## src/rtl/spu_dispatch_if.sv

```systemverilog
// spu_dispatch_if -- host-side control bundle of the SPU dispatcher.
//
// Handshake: the host raises spu_config_en / spu_start / spu_err_clr for one
// core_clk cycle each; they are sampled on the rising edge and need no ready.
// spu_end is a one-cycle completion/abort pulse; spu_busy is a level that is
// high while a job is in flight. No back-pressure exists on any signal.
//
// Signals:
//   spu_config_en, spu_op_in, spu_cfg_in : write the pending job slot
//   spu_start                            : launch pulse
//   spu_err_clr                          : clear the sticky error
//   timeout_limit                        : max RUN cycles (0 disables)
//   spu_end, spu_busy                    : job status
//   spu_err, spu_err_code                : sticky first error and its code
//   spu_cycles                           : LAUNCH+RUN cycles of the last job
// Modports: master = host side, slave = dispatcher side.
interface spu_dispatch_if #(
    parameter int OP_W  = 4,
    parameter int CFG_W = 96,
    parameter int TO_W  = 16
);
    logic             spu_config_en;
    logic [OP_W-1:0]  spu_op_in;
    logic [CFG_W-1:0] spu_cfg_in;
    logic             spu_start;
    logic             spu_err_clr;
    logic [TO_W-1:0]  timeout_limit;
    logic             spu_end;
    logic             spu_busy;
    logic             spu_err;
    logic [2:0]       spu_err_code;
    logic [31:0]      spu_cycles;

    modport master (
        output spu_config_en, spu_op_in, spu_cfg_in, spu_start, spu_err_clr,
               timeout_limit,
        input  spu_end, spu_busy, spu_err, spu_err_code, spu_cycles
    );

    modport slave (
        input  spu_config_en, spu_op_in, spu_cfg_in, spu_start, spu_err_clr,
               timeout_limit,
        output spu_end, spu_busy, spu_err, spu_err_code, spu_cycles
    );
endinterface

```

## src/rtl/spu_dispatch.sv

```systemverilog
// spu_dispatch -- launches jobs on one of NUM_OPS attached sub-units and
// owns the shared lbuf port while the selected unit runs.
//
// Ports:
//   core_clk, rst       : clock, synchronous active-high reset
//   host                : spu_dispatch_if.slave control/status bundle
//   sub_start/sub_end   : per-unit one-hot start pulse / end strobe
//   sub_cfg             : config word of the active job
//   sub_lbuf_*          : per-unit lbuf requests, unit i in slice i
//   lbuf_*              : shared lbuf port, driven by the active unit in RUN
//   dbg_state           : FSM state (IDLE=0, LAUNCH=1, RUN=2, DONE=3)
module spu_dispatch #(
    parameter int ADDR_WIDTH = 12,
    parameter int DATA_WIDTH = 32,
    parameter int NUM_OPS    = 4,
    parameter int OP_W       = 4,
    parameter int CFG_W      = 96,
    parameter int TO_W       = 16
) (
    input  logic                           core_clk,
    input  logic                           rst,
    spu_dispatch_if.slave                  host,
    output logic [NUM_OPS-1:0]             sub_start,
    input  logic [NUM_OPS-1:0]             sub_end,
    output logic [CFG_W-1:0]               sub_cfg,
    input  logic [NUM_OPS-1:0]             sub_lbuf_ren,
    input  logic [NUM_OPS-1:0]             sub_lbuf_wen,
    input  logic [NUM_OPS*ADDR_WIDTH-1:0]  sub_lbuf_raddr,
    input  logic [NUM_OPS*ADDR_WIDTH-1:0]  sub_lbuf_waddr,
    input  logic [NUM_OPS*DATA_WIDTH-1:0]  sub_lbuf_wdata,
    output logic                           lbuf_ren,
    output logic                           lbuf_wen,
    output logic [ADDR_WIDTH-1:0]          lbuf_raddr,
    output logic [ADDR_WIDTH-1:0]          lbuf_waddr,
    output logic [DATA_WIDTH-1:0]          lbuf_wdata,
    output logic [1:0]                     dbg_state
);
    localparam logic [1:0] ST_IDLE   = 2'd0;
    localparam logic [1:0] ST_LAUNCH = 2'd1;
    localparam logic [1:0] ST_RUN    = 2'd2;
    localparam logic [1:0] ST_DONE   = 2'd3;

    localparam logic [2:0] ERR_NO_CFG    = 3'd1;
    localparam logic [2:0] ERR_BAD_OP    = 3'd2;
    localparam logic [2:0] ERR_START_OVF = 3'd3;
    localparam logic [2:0] ERR_CFG_OVF   = 3'd4;
    localparam logic [2:0] ERR_TIMEOUT   = 3'd5;

    localparam logic [OP_W:0] NUM_OPS_C = (OP_W+1)'(NUM_OPS);

    logic [1:0]       state_q, state_d;
    logic [OP_W-1:0]  act_op_q, act_op_d;
    logic [CFG_W-1:0] act_cfg_q, act_cfg_d;
    logic             pend_valid_q, pend_valid_d;
    logic [OP_W-1:0]  pend_op_q, pend_op_d;
    logic [CFG_W-1:0] pend_cfg_q, pend_cfg_d;
    logic             start_q_q, start_q_d;
    logic [31:0]      cnt_q, cnt_d;
    logic [TO_W-1:0]  run_cnt_q, run_cnt_d;
    logic [31:0]      cycles_q, cycles_d;
    logic             err_q, err_d;
    logic [2:0]       err_code_q, err_code_d;

    logic             busy;
    logic             pend_op_ok;
    logic             start_busy_ok;
    logic             sel_end;
    logic [TO_W:0]    run_next;
    logic             new_err;
    logic [2:0]       new_code;

    assign busy          = (state_q != ST_IDLE);
    assign pend_op_ok    = ({1'b0, pend_op_q} < NUM_OPS_C);
    // A start while busy can only be queued behind a held config.
    assign start_busy_ok = pend_valid_q && !start_q_q;
    assign run_next      = {1'b0, run_cnt_q} + {{TO_W{1'b0}}, 1'b1};

    // Per-unit selection by the active op: end strobe, start pulse, lbuf mux.
    always_comb begin
        sel_end    = 1'b0;
        sub_start  = '0;
        lbuf_ren   = 1'b0;
        lbuf_wen   = 1'b0;
        lbuf_raddr = '0;
        lbuf_waddr = '0;
        lbuf_wdata = '0;
        for (int i = 0; i < NUM_OPS; i++) begin
            if (act_op_q == OP_W'(i)) begin
                sel_end      = sub_end[i];
                sub_start[i] = (state_q == ST_LAUNCH);
                lbuf_ren     = sub_lbuf_ren[i] && (state_q == ST_RUN);
                lbuf_wen     = sub_lbuf_wen[i] && (state_q == ST_RUN);
                lbuf_raddr   = sub_lbuf_raddr[i*ADDR_WIDTH +: ADDR_WIDTH];
                lbuf_waddr   = sub_lbuf_waddr[i*ADDR_WIDTH +: ADDR_WIDTH];
                lbuf_wdata   = sub_lbuf_wdata[i*DATA_WIDTH +: DATA_WIDTH];
            end
        end
    end

    always_comb begin
        state_d      = state_q;
        act_op_d     = act_op_q;
        act_cfg_d    = act_cfg_q;
        pend_valid_d = pend_valid_q;
        pend_op_d    = pend_op_q;
        pend_cfg_d   = pend_cfg_q;
        start_q_d    = start_q_q;
        cnt_d        = cnt_q;
        run_cnt_d    = run_cnt_q;
        cycles_d     = cycles_q;
        err_d        = err_q;
        err_code_d   = err_code_q;
        new_err      = 1'b0;
        new_code     = 3'd0;

        if (host.spu_start && busy) begin
            if (start_busy_ok) begin
                start_q_d = 1'b1;
            end else begin
                new_err  = 1'b1;
                new_code = ERR_START_OVF;
            end
        end

        case (state_q)
            ST_IDLE: begin
                if (host.spu_start) begin
                    if (!pend_valid_q) begin
                        new_err  = 1'b1;
                        new_code = ERR_NO_CFG;
                    end else if (!pend_op_ok) begin
                        pend_valid_d = 1'b0;
                        new_err      = 1'b1;
                        new_code     = ERR_BAD_OP;
                    end else begin
                        act_op_d     = pend_op_q;
                        act_cfg_d    = pend_cfg_q;
                        pend_valid_d = 1'b0;
                        cnt_d        = '0;
                        state_d      = ST_LAUNCH;
                    end
                end
            end
            ST_LAUNCH: begin
                cnt_d     = cnt_q + 32'd1;
                run_cnt_d = '0;
                state_d   = ST_RUN;
            end
            ST_RUN: begin
                cnt_d     = cnt_q + 32'd1;
                run_cnt_d = run_next[TO_W-1:0];
                // The end strobe is checked first so it wins in the limit cycle.
                if (sel_end) begin
                    cycles_d = cnt_q + 32'd1;
                    state_d  = ST_DONE;
                end else if ((host.timeout_limit != '0) &&
                             (run_next == {1'b0, host.timeout_limit})) begin
                    cycles_d = cnt_q + 32'd1;
                    state_d  = ST_DONE;
                    new_err  = 1'b1;
                    new_code = ERR_TIMEOUT;
                end
            end
            default: begin // ST_DONE
                start_q_d = 1'b0;
                // A start arriving in DONE itself chains just like a queued one.
                if (start_q_q || (host.spu_start && start_busy_ok)) begin
                    pend_valid_d = 1'b0;
                    if (pend_op_ok) begin
                        act_op_d  = pend_op_q;
                        act_cfg_d = pend_cfg_q;
                        cnt_d     = '0;
                        state_d   = ST_LAUNCH;
                    end else begin
                        new_err  = 1'b1;
                        new_code = ERR_BAD_OP;
                        state_d  = ST_IDLE;
                    end
                end else begin
                    state_d = ST_IDLE;
                end
            end
        endcase

        // Config writes land after any start consumed the old pending slot.
        if (host.spu_config_en) begin
            if (busy && pend_valid_q) begin
                new_err  = 1'b1;
                new_code = ERR_CFG_OVF;
            end else begin
                pend_valid_d = 1'b1;
                pend_op_d    = host.spu_op_in;
                pend_cfg_d   = host.spu_cfg_in;
            end
        end

        if (host.spu_err_clr) begin
            err_d      = 1'b0;
            err_code_d = 3'd0;
        end
        if (new_err && (!err_q || host.spu_err_clr)) begin
            err_d      = 1'b1;
            err_code_d = new_code;
        end
    end

    always_ff @(posedge core_clk) begin
        if (rst) begin
            state_q      <= ST_IDLE;
            act_op_q     <= '0;
            act_cfg_q    <= '0;
            pend_valid_q <= 1'b0;
            pend_op_q    <= '0;
            pend_cfg_q   <= '0;
            start_q_q    <= 1'b0;
            cnt_q        <= '0;
            run_cnt_q    <= '0;
            cycles_q     <= '0;
            err_q        <= 1'b0;
            err_code_q   <= 3'd0;
        end else begin
            state_q      <= state_d;
            act_op_q     <= act_op_d;
            act_cfg_q    <= act_cfg_d;
            pend_valid_q <= pend_valid_d;
            pend_op_q    <= pend_op_d;
            pend_cfg_q   <= pend_cfg_d;
            start_q_q    <= start_q_d;
            cnt_q        <= cnt_d;
            run_cnt_q    <= run_cnt_d;
            cycles_q     <= cycles_d;
            err_q        <= err_d;
            err_code_q   <= err_code_d;
        end
    end

    assign sub_cfg           = act_cfg_q;
    assign host.spu_end      = (state_q == ST_DONE);
    assign host.spu_busy     = busy;
    assign host.spu_err      = err_q;
    assign host.spu_err_code = err_code_q;
    assign host.spu_cycles   = cycles_q;
    assign dbg_state         = state_q;
endmodule

```

## src/flat_wrapper.sv

```systemverilog
// flat-port wrapper written by rule: the top's interface ports become plain ports
module spu_dispatch_flat 
#(
    parameter int ADDR_WIDTH = 12,
    parameter int DATA_WIDTH = 32,
    parameter int NUM_OPS    = 4,
    parameter int OP_W       = 4,
    parameter int CFG_W      = 96,
    parameter int TO_W       = 16
)
  (core_clk, rst, sub_start, sub_end, sub_cfg, sub_lbuf_ren, sub_lbuf_wen, sub_lbuf_raddr, sub_lbuf_waddr, sub_lbuf_wdata, lbuf_ren, lbuf_wen, lbuf_raddr, lbuf_waddr, lbuf_wdata, dbg_state, host_spu_config_en, host_spu_op_in, host_spu_cfg_in, host_spu_start, host_spu_err_clr, host_timeout_limit, host_spu_end, host_spu_busy, host_spu_err, host_spu_err_code, host_spu_cycles);
  spu_dispatch_if #(.OP_W(OP_W), .CFG_W(CFG_W), .TO_W(TO_W)) host_i ();
  input  logic core_clk;
  input  logic rst;
  output logic [NUM_OPS-1:0] sub_start;
  input  logic [NUM_OPS-1:0] sub_end;
  output logic [CFG_W-1:0] sub_cfg;
  input  logic [NUM_OPS-1:0] sub_lbuf_ren;
  input  logic [NUM_OPS-1:0] sub_lbuf_wen;
  input  logic [NUM_OPS*ADDR_WIDTH-1:0] sub_lbuf_raddr;
  input  logic [NUM_OPS*ADDR_WIDTH-1:0] sub_lbuf_waddr;
  input  logic [NUM_OPS*DATA_WIDTH-1:0] sub_lbuf_wdata;
  output logic lbuf_ren;
  output logic lbuf_wen;
  output logic [ADDR_WIDTH-1:0] lbuf_raddr;
  output logic [ADDR_WIDTH-1:0] lbuf_waddr;
  output logic [DATA_WIDTH-1:0] lbuf_wdata;
  output logic [1:0] dbg_state;
  input wire logic [$bits(host_i.spu_config_en)-1:0] host_spu_config_en;
  input wire logic [$bits(host_i.spu_op_in)-1:0] host_spu_op_in;
  input wire logic [$bits(host_i.spu_cfg_in)-1:0] host_spu_cfg_in;
  input wire logic [$bits(host_i.spu_start)-1:0] host_spu_start;
  input wire logic [$bits(host_i.spu_err_clr)-1:0] host_spu_err_clr;
  input wire logic [$bits(host_i.timeout_limit)-1:0] host_timeout_limit;
  output wire logic [$bits(host_i.spu_end)-1:0] host_spu_end;
  output wire logic [$bits(host_i.spu_busy)-1:0] host_spu_busy;
  output wire logic [$bits(host_i.spu_err)-1:0] host_spu_err;
  output wire logic [$bits(host_i.spu_err_code)-1:0] host_spu_err_code;
  output wire logic [$bits(host_i.spu_cycles)-1:0] host_spu_cycles;
  assign host_i.spu_config_en = host_spu_config_en;
  assign host_i.spu_op_in = host_spu_op_in;
  assign host_i.spu_cfg_in = host_spu_cfg_in;
  assign host_i.spu_start = host_spu_start;
  assign host_i.spu_err_clr = host_spu_err_clr;
  assign host_i.timeout_limit = host_timeout_limit;
  assign host_spu_end = host_i.spu_end;
  assign host_spu_busy = host_i.spu_busy;
  assign host_spu_err = host_i.spu_err;
  assign host_spu_err_code = host_i.spu_err_code;
  assign host_spu_cycles = host_i.spu_cycles;
  spu_dispatch #(.ADDR_WIDTH(ADDR_WIDTH), .DATA_WIDTH(DATA_WIDTH), .NUM_OPS(NUM_OPS), .OP_W(OP_W), .CFG_W(CFG_W), .TO_W(TO_W)) u_core (.core_clk(core_clk), .rst(rst), .host(host_i), .sub_start(sub_start), .sub_end(sub_end), .sub_cfg(sub_cfg), .sub_lbuf_ren(sub_lbuf_ren), .sub_lbuf_wen(sub_lbuf_wen), .sub_lbuf_raddr(sub_lbuf_raddr), .sub_lbuf_waddr(sub_lbuf_waddr), .sub_lbuf_wdata(sub_lbuf_wdata), .lbuf_ren(lbuf_ren), .lbuf_wen(lbuf_wen), .lbuf_raddr(lbuf_raddr), .lbuf_waddr(lbuf_waddr), .lbuf_wdata(lbuf_wdata), .dbg_state(dbg_state));
endmodule
```

## config.mk

```make
export PLATFORM = sky130hd
export DESIGN_NAME = spu_dispatch_flat
export DESIGN_NICKNAME = d
export VERILOG_FILES = /design/src/rtl/spu_dispatch_if.sv /design/src/rtl/spu_dispatch.sv /design/src/flat_wrapper.sv
export SDC_FILE = /design/constraint.sdc
export NUM_CORES = 1
export LEC_CHECK = 0
export ABC_AREA = 1
export CAP_MARGIN = 20
export CORE_AREA = 4 4 213 215
export CTS_CLUSTER_DIAMETER = 60
export DETAILED_ROUTE_END_ITERATION = 10
export DIE_AREA = 0 0 217 219
export GPL_ROUTABILITY_DRIVEN = 0
export PLACE_DENSITY_LB_ADDON = 0.2
export SLEW_MARGIN = 30
export SYNTH_ARGS = -nofsm -noshare
export SYNTH_HDL_FRONTEND = slang
export SYNTH_SLANG_ARGS = --single-unit
```

## constraint.sdc

```tcl
create_clock -name core_clk -period 2.86 [get_ports core_clk]
set_input_delay 0.572 -clock core_clk [delete_from_list [all_inputs] [get_ports core_clk]]
set_output_delay 0.572 -clock core_clk [all_outputs]
set_load 0.01 [all_outputs]
```

==> summary.txt <==
CP top delay family - buffers and inverters
Slew Viols, Final - 0
CP arrival - 2.21 ns
Final Worst Setup Slack - 0.0789 ns
Nets - 2775
Die Y - 219 um
HP Class - reg2reg
Clock buffer count from CTS - 35
Vias per cell - 4.72
CP max stage delay - 0.34 ns
Std cell rows - 77
Routed Antenna Nets - 0
GRT overflow - 0
Area Growth Syn to Fin - 58.6%
Setup crit start - u_core.act_op_q[3]
Initial Util - 29.8%
Post-CTS Hold Buffers - 0
Post-Place Worst Slack - 0.207 ns
Vias - 14.3k
First-pass GRT wire length - 79.2 mm
Crit path time final - 2.78 ns
Clk buf depth - 3
Gr usage total - 21.0%
WS Path Type - reg2out
Max-Cap Viols - 0
Crit-path cells - nor2_4, nand2_2, nor2_4, clkinv_1, buf_12, o22ai_1, a31oi_1, dlygate4sd2_1
Sequential share of the synthesized area - 44.2%
FILL cells - 4434
WHS Path Cells - 2
Worst endpoint required time - 2.29 ns
Post-Syn Area per Cell - 6.91 um2
Net count after synthesis - 2250
WL final - 53.5 mm
Final Hold Vio Count - 0
Cells after synthesis - 1887
Residual DRC - 0
Skew-Pair Late Insertion Delay - 0.51 ns
Largest net degree at the start of global routing - 101
Yosys warnings - 0
Run status - finished, final reports clean
DRT iter0 DRCs - 604
Commonest non-fill, non-tap cell in the layout - clkdlybuf4s50_1
Wire per inst - 17.6 um
Critical Path Stages - 8
Crit end category - primary output
Highest-delay cell along the critical path - dlygate4sd2_1
Port Buffers - 554
Buf/Inv on CP - 3
VDD IR max - 436 uV
Commonest non-fill, non-tap cells in the layout - 493 x clkdlybuf4s50_1, 381 x nand2_1, 291 x nor2_1
Clk_skew - 0.0159 ns
CTS tree - built
CTS H-Tree Depth - 2
Die Wd - 217 um
Placed Area - 0.0194 mm2
Pwr dens - 639 mW/mm2
Mapped Area - 0.0130 mm2
Share of cells above drive strength 1 - 6.58%
Number of global-route vias before repair - 13.8k
Yosys reg bits - 288
Clk root buf - clkbuf_16
Pre-Repair DR Iteration Count - 5
Slew HR - 57.8%
Final setup fails - 0
Fin area - 0.0207 mm2
Synth unique cells - 40
Core Region - 0.0437 mm2
DIE AREA - 0.0475 mm2
IO Count - 555
Clk slew on worst S/H paths - 0.06 ns
Period utilization - 97.2%
Initial antenna violation count - 13
Sequential cell area - 0.00577 mm2
Multi-input gate area - 0.00627 mm2
CP most frequent cell - nor2_4
Critical path launch point type - register
Final core utilization - 47.3%
HPWL Detailed - 39.7 mm
Crit path max fanout - 27
Static Leak - 8.01 nW
TritonCTS Sinks - 288
Path depth of the worst reg2reg path - 15
Fmax - 360 MHz
Worst Max-Slew Pin Slew - 0.633 ns
Hold Crit Start - u_core.sub_cfg[49]
RR Startpoint - u_core.run_cnt_q[1]
per-stage QoR:
step / total power [W] / cells / TNS [ns] / hold slack (ns)
after detailed placement: 0.00906 / 2959 / 0 / 0.433
after floorplan: 0.00672 / 1887 / 0 / 0.436
final: 0.0132 / 3036 / 0 / 0.441
after global placement: 0.00902 / 2959 / 0 / 0.430
after global routing: 0.0140 / 3036 / -0.0423 / 0.456
after CTS: 0.0134 / 3024 / -0.00974 / 0.442
synthesized netlist by cell type (all sizes together):
master  number  area (um2)
a21oi      159         803
a221oi       1        8.76
a31oi       31         194
and3         1        7.51
buf          6        50.0
clkbuf     108         405
clkinv       2        7.51
dfxtp      288        5770
ha           6        75.1
inv        169         634
nand2      389        1480
nand3       51         273
nand3b       2        15.0
nand4       46         288
nor2       303        1180
nor3        11        87.6
nor4         2        12.5
o211ai       1        7.51
o21ai      243        1220
o221ai       2        17.5
o22ai       24         150
or2          6        37.5
or3          1        11.3
xnor2        9        78.8
xor2        25         219
xor3         1        23.8
power breakdown:
group | switching [W] | leakage, nW | internal (W)
sequential | 0.000248 | 2.35 | 0.00450
clock | 0.00171 | 0.546 | 0.00258
combinational | 0.00229 | 5.11 | 0.00189
total | 0.00425 | 8.01 | 0.00897
path summary, 6_finish.rpt:
path	to	slack (ns)
setup reg to reg	u_core.host.spu_cycles[3]	0.27
hold reg to reg	u_core.sub_cfg[49]	0.44
hold / removal	u_core.sub_cfg[49]	0.44
setup / recovery	lbuf_wdata[14]	0.08
registers in the layout (all words and copies together) (netlist names):
name and count:
u_core.pend_op_q 4, u_core.start_q_q 1, u_core.host.spu_err 1, u_core.run_cnt_q 16, u_core.host.spu_err_code 3, u_core.dbg_state 2, u_core.cnt_q 32, u_core.sub_cfg 96
u_core.act_op_q 4, u_core.pend_valid_q 1, u_core.host.spu_cycles 32, u_core.pend_cfg_q 96
logic make-up (layout without fill, tap and decap cells):
logic type	Yosys count	after routing	synth area share (%)
AO/OA/AOI/OAI	461	461	18.4
XOR/XNOR	35	35	2.46
adder cells (fa/ha/maj)	6	6	0.575
buffers and inverters	285	831	8.41
flip-flops	288	288	44.2
other	0	11	0
AND/OR/NAND/NOR	812	812	26.0
worst reg2reg max path, cell delays in order, from the launching register on:
cell and delay [ns]:
dfxtp_1 0.37, ha_1 0.22, nand3_1 0.13, nor2_1 0.30
nand2_1 0.16, nand3_1 0.11, nand2_1 0.05, nor2_1 0.09
nand3_1 0.07, nor2_1 0.19, nand2_1 0.10, nand2_1 0.08
nand2_2 0.12, buf_4 0.21, o21ai_0 0.23, nor2_1 0.06
metal layers:
layer	global-route usage, %	share of wire, %	up-vias
met2	37.4	51	471
li1	-	-	7196
met3	5.82	7.6	101
met1	23.0	37	6567
met4	10.6	4.6	4
met5	0	0.049	-
cell type report:
cell class / count / share of cell area, %
antenna: 11 / 0.133
sequential: 288 / 27.9
tap: 592 / 3.58
timing repair buffer: 602 / 29.6
clock inverter: 7 / 0.459
clock buffer: 51 / 4.92
multi-input combinational: 1314 / 30.3
inverter: 171 / 3.16
what timing repair did:
action                                 4_1_cts  5_1_grt
gates cloned                                 4        0
buffers inserted                             3        1
pin swaps                                    1        2
setup endpoints to repair                   58       48
endpoints found under the hold margin        0        0
gates resized for setup                     80       37
Note: power is estimated with default switching activity, not from simulation.
